### src/rtl/uart_tx_serializer_if.sv
// Byte handshake and serial line between the byte controller and the UART transmitter.
// The controller drives data/request; the transmitter drives readiness and the line.
interface uart_tx_serializer_if;
   logic [7:0] TX_data;
   logic       TX_en;
   logic       TX_status;
   logic       uart_tx;

   modport master (
      output TX_data,
      output TX_en,
      input  TX_status,
      input  uart_tx
   );

   modport slave (
      input  TX_data,
      input  TX_en,
      output TX_status,
      output uart_tx
   );
endinterface

### src/rtl/uart_tx_serializer.sv
// 8N1 UART transmitter: accepts a byte while idle, sends start, 8 data bits LSB first, stop.
// The line and the ready flag are registered so they only move on bit-period boundaries.
module uart_tx_serializer #(
   parameter int CLKS_PER_BIT = 10417,
   parameter int CNT_W        = 14
) (
   input  logic                 sys_clk,
   input  logic                 sys_rst_n,
   uart_tx_serializer_if.slave  tx_if
);

   localparam logic [1:0] S_IDLE  = 2'd0;
   localparam logic [1:0] S_START = 2'd1;
   localparam logic [1:0] S_DATA  = 2'd2;
   localparam logic [1:0] S_STOP  = 2'd3;

   localparam logic [CNT_W-1:0] LP_CNT_LAST = CNT_W'(CLKS_PER_BIT - 1);

   logic [1:0]       r_state;
   logic [CNT_W-1:0] r_cnt;
   logic [2:0]       r_idx;
   logic [7:0]       r_shift;
   logic             r_tx;
   logic             r_status;
   logic             w_bit_end;

   assign w_bit_end       = (r_cnt == LP_CNT_LAST);
   assign tx_if.uart_tx   = r_tx;
   assign tx_if.TX_status = r_status;

   always_ff @(posedge sys_clk) begin
      if (!sys_rst_n) begin
         r_state  <= S_IDLE;
         r_cnt    <= '0;
         r_idx    <= '0;
         r_shift  <= '0;
         r_tx     <= 1'b1;
         r_status <= 1'b1;
      end else begin
         case (r_state)
            S_IDLE: begin
               // Accept edge: the start bit begins on this same edge
               if (tx_if.TX_en) begin
                  r_shift  <= tx_if.TX_data;
                  r_tx     <= 1'b0;
                  r_status <= 1'b0;
                  r_cnt    <= '0;
                  r_state  <= S_START;
               end
            end

            S_START: begin
               if (w_bit_end) begin
                  r_cnt   <= '0;
                  r_tx    <= r_shift[0];
                  r_idx   <= '0;
                  r_state <= S_DATA;
               end else begin
                  r_cnt <= r_cnt + 1'b1;
               end
            end

            S_DATA: begin
               if (w_bit_end) begin
                  r_cnt <= '0;
                  if (r_idx == 3'd7) begin
                     r_tx    <= 1'b1;
                     r_state <= S_STOP;
                  end else begin
                     // Next bit is shift[1] before the shift lands
                     r_shift <= {1'b0, r_shift[7:1]};
                     r_tx    <= r_shift[1];
                     r_idx   <= r_idx + 1'b1;
                  end
               end else begin
                  r_cnt <= r_cnt + 1'b1;
               end
            end

            S_STOP: begin
               if (w_bit_end) begin
                  r_cnt    <= '0;
                  r_status <= 1'b1;
                  r_state  <= S_IDLE;
               end else begin
                  r_cnt <= r_cnt + 1'b1;
               end
            end

            default: begin
               r_cnt    <= '0;
               r_tx     <= 1'b1;
               r_status <= 1'b1;
               r_state  <= S_IDLE;
            end
         endcase
      end
   end

endmodule
### src/flat_wrapper.sv
// flat-port wrapper written by rule: the top's interface ports become plain ports
module uart_tx_serializer_flat 
#(
   parameter int CLKS_PER_BIT = 10417,
   parameter int CNT_W        = 14
)
  (sys_clk, sys_rst_n, tx_if_TX_data, tx_if_TX_en, tx_if_TX_status, tx_if_uart_tx);
  uart_tx_serializer_if tx_if_i ();
  input  logic sys_clk;
  input  logic sys_rst_n;
  input wire logic [$bits(tx_if_i.TX_data)-1:0] tx_if_TX_data;
  input wire logic [$bits(tx_if_i.TX_en)-1:0] tx_if_TX_en;
  output wire logic [$bits(tx_if_i.TX_status)-1:0] tx_if_TX_status;
  output wire logic [$bits(tx_if_i.uart_tx)-1:0] tx_if_uart_tx;
  assign tx_if_i.TX_data = tx_if_TX_data;
  assign tx_if_i.TX_en = tx_if_TX_en;
  assign tx_if_TX_status = tx_if_i.TX_status;
  assign tx_if_uart_tx = tx_if_i.uart_tx;
  uart_tx_serializer #(.CLKS_PER_BIT(CLKS_PER_BIT), .CNT_W(CNT_W)) u_core (.sys_clk(sys_clk), .sys_rst_n(sys_rst_n), .tx_if(tx_if_i));
endmodule
### config.mk
export PLATFORM = sky130hd
export DESIGN_NAME = uart_tx_serializer_flat
export DESIGN_NICKNAME = d
export VERILOG_FILES = /design/src/rtl/uart_tx_serializer_if.sv /design/src/rtl/uart_tx_serializer.sv /design/src/flat_wrapper.sv
export SDC_FILE = /design/constraint.sdc
export NUM_CORES = 1
export LEC_CHECK = 0
export ABC_AREA = 0
export CAP_MARGIN = 20
export CORE_MARGIN = 3
export CORE_UTILIZATION = 50
export CTS_CLUSTER_SIZE = 25
export DETAILED_ROUTE_END_ITERATION = 8
export GPL_TIMING_DRIVEN = 0
export HOLD_SLACK_MARGIN = 0.03
export PLACE_DENSITY = 0.68
export RECOVER_POWER = 100
export SYNTH_ARGS = -nofsm -noshare
export SYNTH_HDL_FRONTEND = slang
export SYNTH_SLANG_ARGS = --single-unit
### constraint.sdc
create_clock -name sys_clk -period 2.45 [get_ports sys_clk]
set_clock_uncertainty 0.15 [all_clocks]
set_input_delay 0.3675 -clock sys_clk [delete_from_list [all_inputs] [get_ports sys_clk]]
set_output_delay 0.3675 -clock sys_clk [all_outputs]
set_load 0.05 [all_outputs]
==> summary.md, run 1 <==
| Metric | Value |
|---|---|
| Status | `finished, final reports clean` |
| Post-synthesis simple-gate area fraction | `26.5%` |
| Final HPWL DP | `2.91 mm` |
| Peak-usage layer in the global routing report | `met2` |
| Mapped Cells | `198` |
| Setup crit start kind | `flop` |
| Adder-cell share of the synthesized area | `7.60%` |
| Unrepaired setup endpoints after global routing | `false` |
| CP endpoint kind | `flop` |
| Pre-antenna DRT Iters | `4` |
| Gpl congestion | `0.864` |
| DP Worst Slack | `0.114 ns` |
| Total CTS buffers | `5` |
| M2 GR Usage | `35.1%` |
| Max Freq | `452 MHz` |
| Peak VDD IR | `0.000536 V` |
| First-pass GRT wire length | `7.38 mm` |
| PD cells | `783 mW/mm^2` |
| Tcrit/Tclk final | `90.3%` |
| Count leader, synth | `dfxtp_1` |
| Synth Area in Compound Gates | `21.2%` |
| Grt ovf | `0` |
| Largest net degree at the start of global routing | `11` |
| GRT Overall Usage | `23.2%` |
| Final WS setup | `0.238 ns` |
| Clock tree buffer depth | `2` |
| Post-Syn Area | `0.00165 mm^2` |
| Primary FF master, synth | `dfxtp_1` |
| Yosys warning total | `0` |
| Number of flops mapped to enable cells by yosys | `0` |
| Initial Utilization | `53.0%` |
| Met3 GRT Util | `6.06%` |
| Final Setup Violations | `0` |
| DRT Wirelength | `4.12 mm` |
| Hold-critical path endpoint | `u_core.r_shift[7]$_SDFFE_PN0P_` |
| Max transition margin | `66.7%` |
| Multiplexer share of the synthesized area | `2.43%` |
| CTS tree | `done` |
| Maximum fanout along the worst path | `10` |
| Main combinational cell family by area after synthesis | `simple AND/OR/NAND/NOR gates` |
| Fraction of layout cells with a size suffix above 1 | `7.80%` |
| Cell Chain, Critical Path | `inv_1, ha_1, buf_2, inv_1, clkbuf_1, a21oi_1, o21ai_0, a21oi_1` |
| Slowest-stage cell, CP | `dfxtp_1` |
| Clock tree root buffer cell | `clkbuf_4` |
| Crit path kind | `reg -> reg` |
| Final setup TNS | `0 ns` |
| Initial antenna violation count | `0` |
| Iter 0 DRT Violations | `117` |
| Ant diodes | `0` |
| Sequential fraction of the synthesis area | `35.3%` |
| Syn Area/Cell | `8.31 um^2` |
| Minimum clock period | `2.21 ns` |
| Synth Area in XOR/XNOR | `1.60%` |
| Final nets | `238` |
| DR vias/cell | `6.00` |
| Buf/Inv on CP | `4` |
| Post-DR wirelength/cell | `15.7 um` |
| Met1 Resource Use GR | `30.9%` |
| Routed Antenna Nets | `0` |
| Port Buffers | `12` |
| Reg clk slew, reported paths | `0.09 ns` |
| CP arrival | `2.26 ns` |
| Clk sinks | `29` |
| Die Y | `63.4 um` |
| Yosys top cell by area | `dfxtp_1` |
| Num ports | `13` |
| Setup Fix Bufs, Post-CTS | `0` |
| Worst R2R Path Depth | `8` |
| Hold crit path type | `reg -> reg` |
| Flop2flop setup slack | `0.24 ns` |
| Synth area leaders | `dfxtp_1, ha_1, a31oi_1, nand4_1, o21ai_0` |
| Max cap viols | `0` |
| Yosys cell types | `37` |
| P_leak | `0.708 nW` |
| Biggest cell delay along the critical path | `0.41 ns` |
| Die area | `0.00402 mm^2` |
| Num rows | `20` |
| Hold Path Stages | `2` |
| DRC viols | `0` |
| Syn nets | `219` |
| Clk Latency, worst-skew pair | `0.34 ns` |
| Yosys top cell area share | `35.3%` |
| Worst r2r src | `u_core.r_state[0]$_SDFFE_PN0P_` |
| Area Overhead vs Synth | `15.6%` |
| H-tree depth | `2` |
| Hold path start | `u_core.r_shift[7]$_SDFFE_PN0P_` |
| Yosys reg bits | `29` |
| CP top delay family | `buffers and inverters` |
| Critical Path RT | `2.50 ns` |
| Via count | `1,572` |
| Worst-Margin Slew | `0.498 ns` |
| Commonest cells post-synth | `dfxtp_1, o21ai_0, a31oi_1, nand2_1, nand4_1` |
| Worst reg2reg endpoint | `u_core.r_idx[2]$_SDFFE_PN0P_` |
| DIE WIDTH | `63.4 um` |
| Max Slew Vio Count | `0` |
| Final Hold Fails | `0` |
| Async S/R FF share, synth | `0%` |
| Vias in the first global route | `1,580` |
| Core ar. | `0.00310 mm^2` |
what timing repair did:
item,4_1_cts,5_1_grt
hold buffers,0,0
gates resized for setup,0,2
setup endpoints to repair,0,8
worst min-delay path: stages, from the launching register on:
cell,delay [ns]
dfxtp_1,0.32
o21ai_0,0.07
a21oi_1,0.06
worst max path at each step:
stage | slack (ns) | end | start | cells past startpoint
floorplan | 0.52 | u_core.r_state[0]$_SDFFE_PN0P_ | u_core.r_state[0]$_SDFFE_PN0P_ | 6
global placement | 0.18 | u_core.r_shift[1]$_SDFFE_PN0P_ | u_core.r_state[0]$_SDFFE_PN0P_ | 7
detailed placement | 0.11 | u_core.r_shift[6]$_SDFFE_PN0P_ | u_core.r_state[0]$_SDFFE_PN0P_ | 7
CTS | 0.09 | u_core.r_shift[2]$_SDFFE_PN0P_ | u_core.r_state[0]$_SDFFE_PN0P_ | 7
global route | 0.04 | u_core.r_shift[6]$_SDFFE_PN0P_ | u_core.r_state[0]$_SDFFE_PN0P_ | 8
finish | 0.24 | u_core.r_idx[2]$_SDFFE_PN0P_ | u_core.r_state[0]$_SDFFE_PN0P_ | 8
per-layer routing:
layer / part of all wire, % / up-vias
met2: 45 / 26
li1: - / 783
met4: 2.4 / 0
met5: 0 / -
met1: 49 / 752
met3: 3.3 / 11
cells by family (layout without fill, tap and decap cells):
family | after synthesis | count (layout)
mux | 4 | 4
buf+inv | 22 | 42
compound gates | 56 | 56
simple gates | 74 | 74
xor+xnor | 3 | 3
fa+ha+maj | 10 | 10
flops | 29 | 29
stage by stage:
| stage | hold WS, ns | util [%] | instances | total power, mW | instance area [um^2] |
|---|---|---|---|---|---|
| after detailed placement | 0.332 | 58.7 | 254 | 1.15 | 1820 |
| after CTS | 0.347 | 60.9 | 262 | 1.50 | 1890 |
| after floorplan | 0.302 | - | 198 | 0.988 | 1650 |
| after global placement | 0.313 | 58.7 | 254 | 1.12 | 1820 |
| after global routing | 0.374 | 61.3 | 262 | 1.60 | 1900 |
| final | 0.345 | 61.3 | 262 | 1.49 | 1900 |
area by class of cell:
type                            instances  area (um^2)
Timing Repair Buffer                   12          120
Clock inverter                          1         5.00
Tap cell                               44         55.1
Fill cell                             319         1200
Inverter                               10         37.5
Multi-Input combinational cell        147          988
Buffer                                 12         50.0
Sequential cell                        29          581
Clock buffer                            7         65.1
report_power, final:
| group | switching, mW | internal (mW) | leakage (nW) |
|---|---|---|---|
| Sequential | 0.0683 | 0.545 | 0.236 |
| Clock | 0.180 | 0.166 | 0.0413 |
| Combinational | 0.333 | 0.196 | 0.431 |
| Total | 0.581 | 0.908 | 0.708 |
layout by cell type (no fill, tap or decap), drive strengths merged, types with 4 or more instances in the layout:
cell	count
o21ai	18
clkbuf	17
a21oi	10
clkdlybuf4s50	10
nand2	17
nand3b	5
a31oi	17
mux2i	4
and4	4
nand4	16
nor2	6
nand3	11
ha	10
dfxtp	29
inv	10
sequential cells by signal, summed over array words and instances, names as in the netlist:
name,count
u_core.r_shift,8
u_core.tx_if.uart_tx,1
u_core.r_cnt,14
u_core.tx_if.TX_status,1
u_core.r_idx,3
u_core.r_state,2
Power figures use the tool's default switching activity.
==> inputs of run 2 (changes only) <==
--- a/config.mk
+++ b/config.mk
@@ -7,7 +7,6 @@
 export LEC_CHECK = 0
 export ABC_AREA = 0
 export CAP_MARGIN = 20
-export CORE_MARGIN = 3
 export CORE_UTILIZATION = 50
 export CTS_CLUSTER_SIZE = 25
 export DETAILED_ROUTE_END_ITERATION = 8
==> run 2 against run 1 <==
Wire length down 1.7%. Die area down 12%. Worst hold slack got worse by 0.0055 ns. Critical path type unchanged. Combinational power about the same. Worst setup slack got worse by 0.011 ns. Sequential power is 0.8% lower. Register-to-register slack is essentially flat. Highest routed layer unchanged. Sequential cell count did not move. Final area down 1.1%. Total power down 4.4%.
==> summary.md, run 2 (synthesis gave the netlist of run 1 again) <==
| Metric | Value |
|---|---|
| Clock tree root buffer cell | `clkbuf_4` |
| Fillers | `300 (-6.0%)` |
| Final Hold Fails | `0 (unchanged)` |
| Top layer in use | `met4` |
| Most frequent cells in the layout | `dfxtp_1, o21ai_0, nand2_1, a31oi_1, nand4_1` |
| CP endpoint kind | `flop` |
| Minimum clock period | `2.22 ns (+0.0110 ns)` |
| Hold crit path type | `reg -> reg` |
| CP top delay family | `buffers and inverters` |
| Critical Path RT | `2.51 ns (about the same)` |
| Post-DR wirelength/cell | `15.4 um (-1.7%)` |
| Worst r2r src | `u_core.r_state[0]$_SDFFE_PN0P_` |
| Most flop-heavy register | `u_core.r_cnt` |
| Routed Antenna Nets | `0 (unchanged)` |
| Area Overhead vs Synth | `14.3%` |
| Slowest-stage cell, CP | `dfxtp_1` |
| H-tree depth | `2 (unchanged)` |
| Largest register FFs | `14 (unchanged)` |
| Grt ovf | `0 (unchanged)` |
| Max transition margin | `65.8% (-0.83 points)` |
| P_leak | `0.694 nW (-2.1%)` |
| Fraction of layout cells with a size suffix above 1 | `6.42% (-1.4 points)` |
| Hold-critical path endpoint | `u_core.r_shift[7]$_SDFFE_PN0P_` |
| Hold path start | `u_core.r_shift[7]$_SDFFE_PN0P_` |
| Num ports | `13 (unchanged)` |
| Net Sw Frac | `39.8% (+0.72 points)` |
| Gpl congestion | `0.815 (-5.6%)` |
| Max cap viols | `0 (unchanged)` |
| Initial Utilization | `53.5% (+0.43 points)` |
| DRT Wirelength | `4.05 mm (-1.7%)` |
| Total CTS buffers | `5 (unchanged)` |
| Ant diodes | `0 (unchanged)` |
| Final HPWL DP | `2.81 mm (-3.6%)` |
| Comb pwr share | `37.4% (+1.9 points)` |
| Biggest cell delay along the critical path | `0.41 ns (about the same)` |
| GRT Overall Usage | `25.6% (+2.4 points)` |
| Net Switching | `566 uW (-2.6%)` |
| Port Buffers | `12 (unchanged)` |
| Cell Chain, Critical Path | `inv_1, ha_1, buf_2, inv_1, clkbuf_1, a41oi_2, o21ai_0, a31oi_1` |
| Initial antenna violation count | `0 (unchanged)` |
| Flop2flop setup slack | `0.23 ns (about the same)` |
| Worst R2R Path Depth | `8 (unchanged)` |
| Reg clk slew, reported paths | `0.09 ns (about the same)` |
| Hold_buf cts | `0 (unchanged)` |
| Met3 Wirelength | `251 um (+86%)` |
| Worst-Margin Slew | `0.512 ns (+0.0142 ns)` |
| Vias in the first global route | `1,522 (-3.7%)` |
| Setup crit start kind | `flop` |
| Final setup TNS | `0 ns (unchanged)` |
| Regs by FF count | `u_core.r_cnt (14), u_core.r_shift (8), u_core.r_idx (3)` |
| Peak VDD IR | `0.000396 V (-26%)` |
| First-pass GRT wire length | `6.75 mm (-8.6%)` |
| P_int | `857 uW (-5.5%)` |
| Core ar. | `0.00308 mm^2 (-0.81%)` |
| Clk sinks | `29 (unchanged)` |
| Clock power frac | `19.8% (-3.5 points)` |
| Metal2 WL | `1.79 mm (-3.8%)` |
| Buf/Inv on CP | `4 (unchanged)` |
| Via count | `1,606 (+2.2%)` |
| Commonest non-fill, non-tap cell in the layout | `dfxtp_1` |
| Area of the multi-input gates | `988 um^2 (unchanged)` |
| Most common cell on crit path | `inv_1` |
| Die Y | `59.4 um (-6.3%)` |
| DIE WIDTH | `59.4 um (-6.3%)` |
| DR vias/cell | `6.13 (+2.2%)` |
| DRC viols | `0 (unchanged)` |
| Clock tree buffer depth | `2 (unchanged)` |
| Crit path kind | `reg -> reg` |
| Metal-1 WL | `1.94 mm (-4.2%)` |
| Register Area | `581 um^2 (unchanged)` |
| Final nets | `238 (unchanged)` |
| Iter 0 DRT Violations | `133 (+14%)` |
| Tcrit/Tclk final | `90.7% (+0.45 points)` |
| Num rows | `20 (unchanged)` |
| CTS tree | `done` |
| Pre-antenna DRT Iters | `5 (+1)` |
| Unrepaired setup endpoints after global routing | `false` |
| Worst reg2reg endpoint | `u_core.r_shift[5]$_SDFFE_PN0P_` |
| Max Freq | `450 MHz (-0.50%)` |
| Seq pwr share | `42.8% (+1.6 points)` |
| Final Setup Violations | `0 (unchanged)` |
| PD cells | `757 mW/mm^2 (-3.3%)` |
| CP arrival | `2.28 ns (+0.02 ns)` |
| Die area | `0.00352 mm^2 (-12%)` |
| Status | `finished, final reports clean` |
| Hold Path Stages | `2 (unchanged)` |
| Largest net degree at the start of global routing | `11 (unchanged)` |
| Clk Latency, worst-skew pair | `0.33 ns (about the same)` |
| Max Slew Vio Count | `0 (unchanged)` |
| Maximum fanout along the worst path | `10 (unchanged)` |
| Finished Core Util | `61.1% (-0.19 points)` |
## run 2: cell count changes in the layout (fill, tap and decap cells not counted)
cell      previous run  this run
clkbuf_8             2         0
clkbuf_2             2         1
buf_2                2         3
clkbuf_1             8        11
clkinv_2             1         0
## run 2: final cells by class
type                    count  area share [%]
multi-input cells         147            52.6
flip-flops and latches     29            30.9
plain buffers              12            2.66
clock buffers               8            2.59
inverters                  10            2.00
repair buffers             12            6.39
well taps                  44            2.93
## run 2: what timing repair did
action / 4_1_cts / 5_1_grt
endpoints found under the hold margin: 0 / 0
setup buffers: 0 / 0
setup endpoints to repair: 0 / 8
gates resized for setup: 0 / 2
## run 2: stage by stage
stage	hold WS [ns]	std cells	cell area [um^2]	setup WS, ns	total power, mW
2_1_floorplan	0.302	198	1650	0.521	0.988
3_3_place_gp	0.315	254	1820	0.201	1.12
3_5_place_dp	0.330	254	1820	0.145	1.15
4_1_cts	0.343	262	1870	0.101	1.43
5_1_grt	0.351	262	1880	0.0617	1.51
6_report	0.340	262	1880	0.227	1.42
## run 2: worst max path at each step
| stage | startpoint | slack, ns | cells after the start | endpoint |
|---|---|---|---|---|
| 2_1_floorplan | u_core.r_state[0]$_SDFFE_PN0P_ | 0.52 | 6 | u_core.r_state[0]$_SDFFE_PN0P_ |
| 3_3_place_gp | u_core.r_state[0]$_SDFFE_PN0P_ | 0.20 | 7 | u_core.r_shift[1]$_SDFFE_PN0P_ |
| 3_5_place_dp | u_core.r_state[0]$_SDFFE_PN0P_ | 0.15 | 7 | u_core.r_shift[3]$_SDFFE_PN0P_ |
| 4_1_cts | u_core.r_state[0]$_SDFFE_PN0P_ | 0.10 | 7 | u_core.r_shift[3]$_SDFFE_PN0P_ |
| 5_1_grt | u_core.r_state[0]$_SDFFE_PN0P_ | 0.06 | 8 | u_core.r_shift[2]$_SDFFE_PN0P_ |
| 6_report | u_core.r_state[0]$_SDFFE_PN0P_ | 0.23 | 8 | u_core.r_shift[5]$_SDFFE_PN0P_ |
## run 2: power groups by stage
stage          clock [mW]  sequential [mW]  combinational, mW
2_1_floorplan           0            0.644              0.343
3_3_place_gp            0            0.616              0.507
3_5_place_dp            0            0.622              0.525
4_1_cts             0.286            0.610              0.528
5_1_grt             0.303            0.622              0.590
6_report            0.282            0.609              0.532
## run 2: metal layers
metal / track usage (%) / up-vias
met5: 0 / -
met1: 34.1 / 749
met3: 7.42 / 9
li1: - / 786
met2: 37.9 / 62
met4: 11.9 / 0
## run 2: worst register-to-register path, delay by kind of cell, from the launching register on
family,cells,cell delay (ns)
compound gates,3,0.55
flops,1,0.41
fa+ha+maj,1,0.21
buf+inv,4,0.78
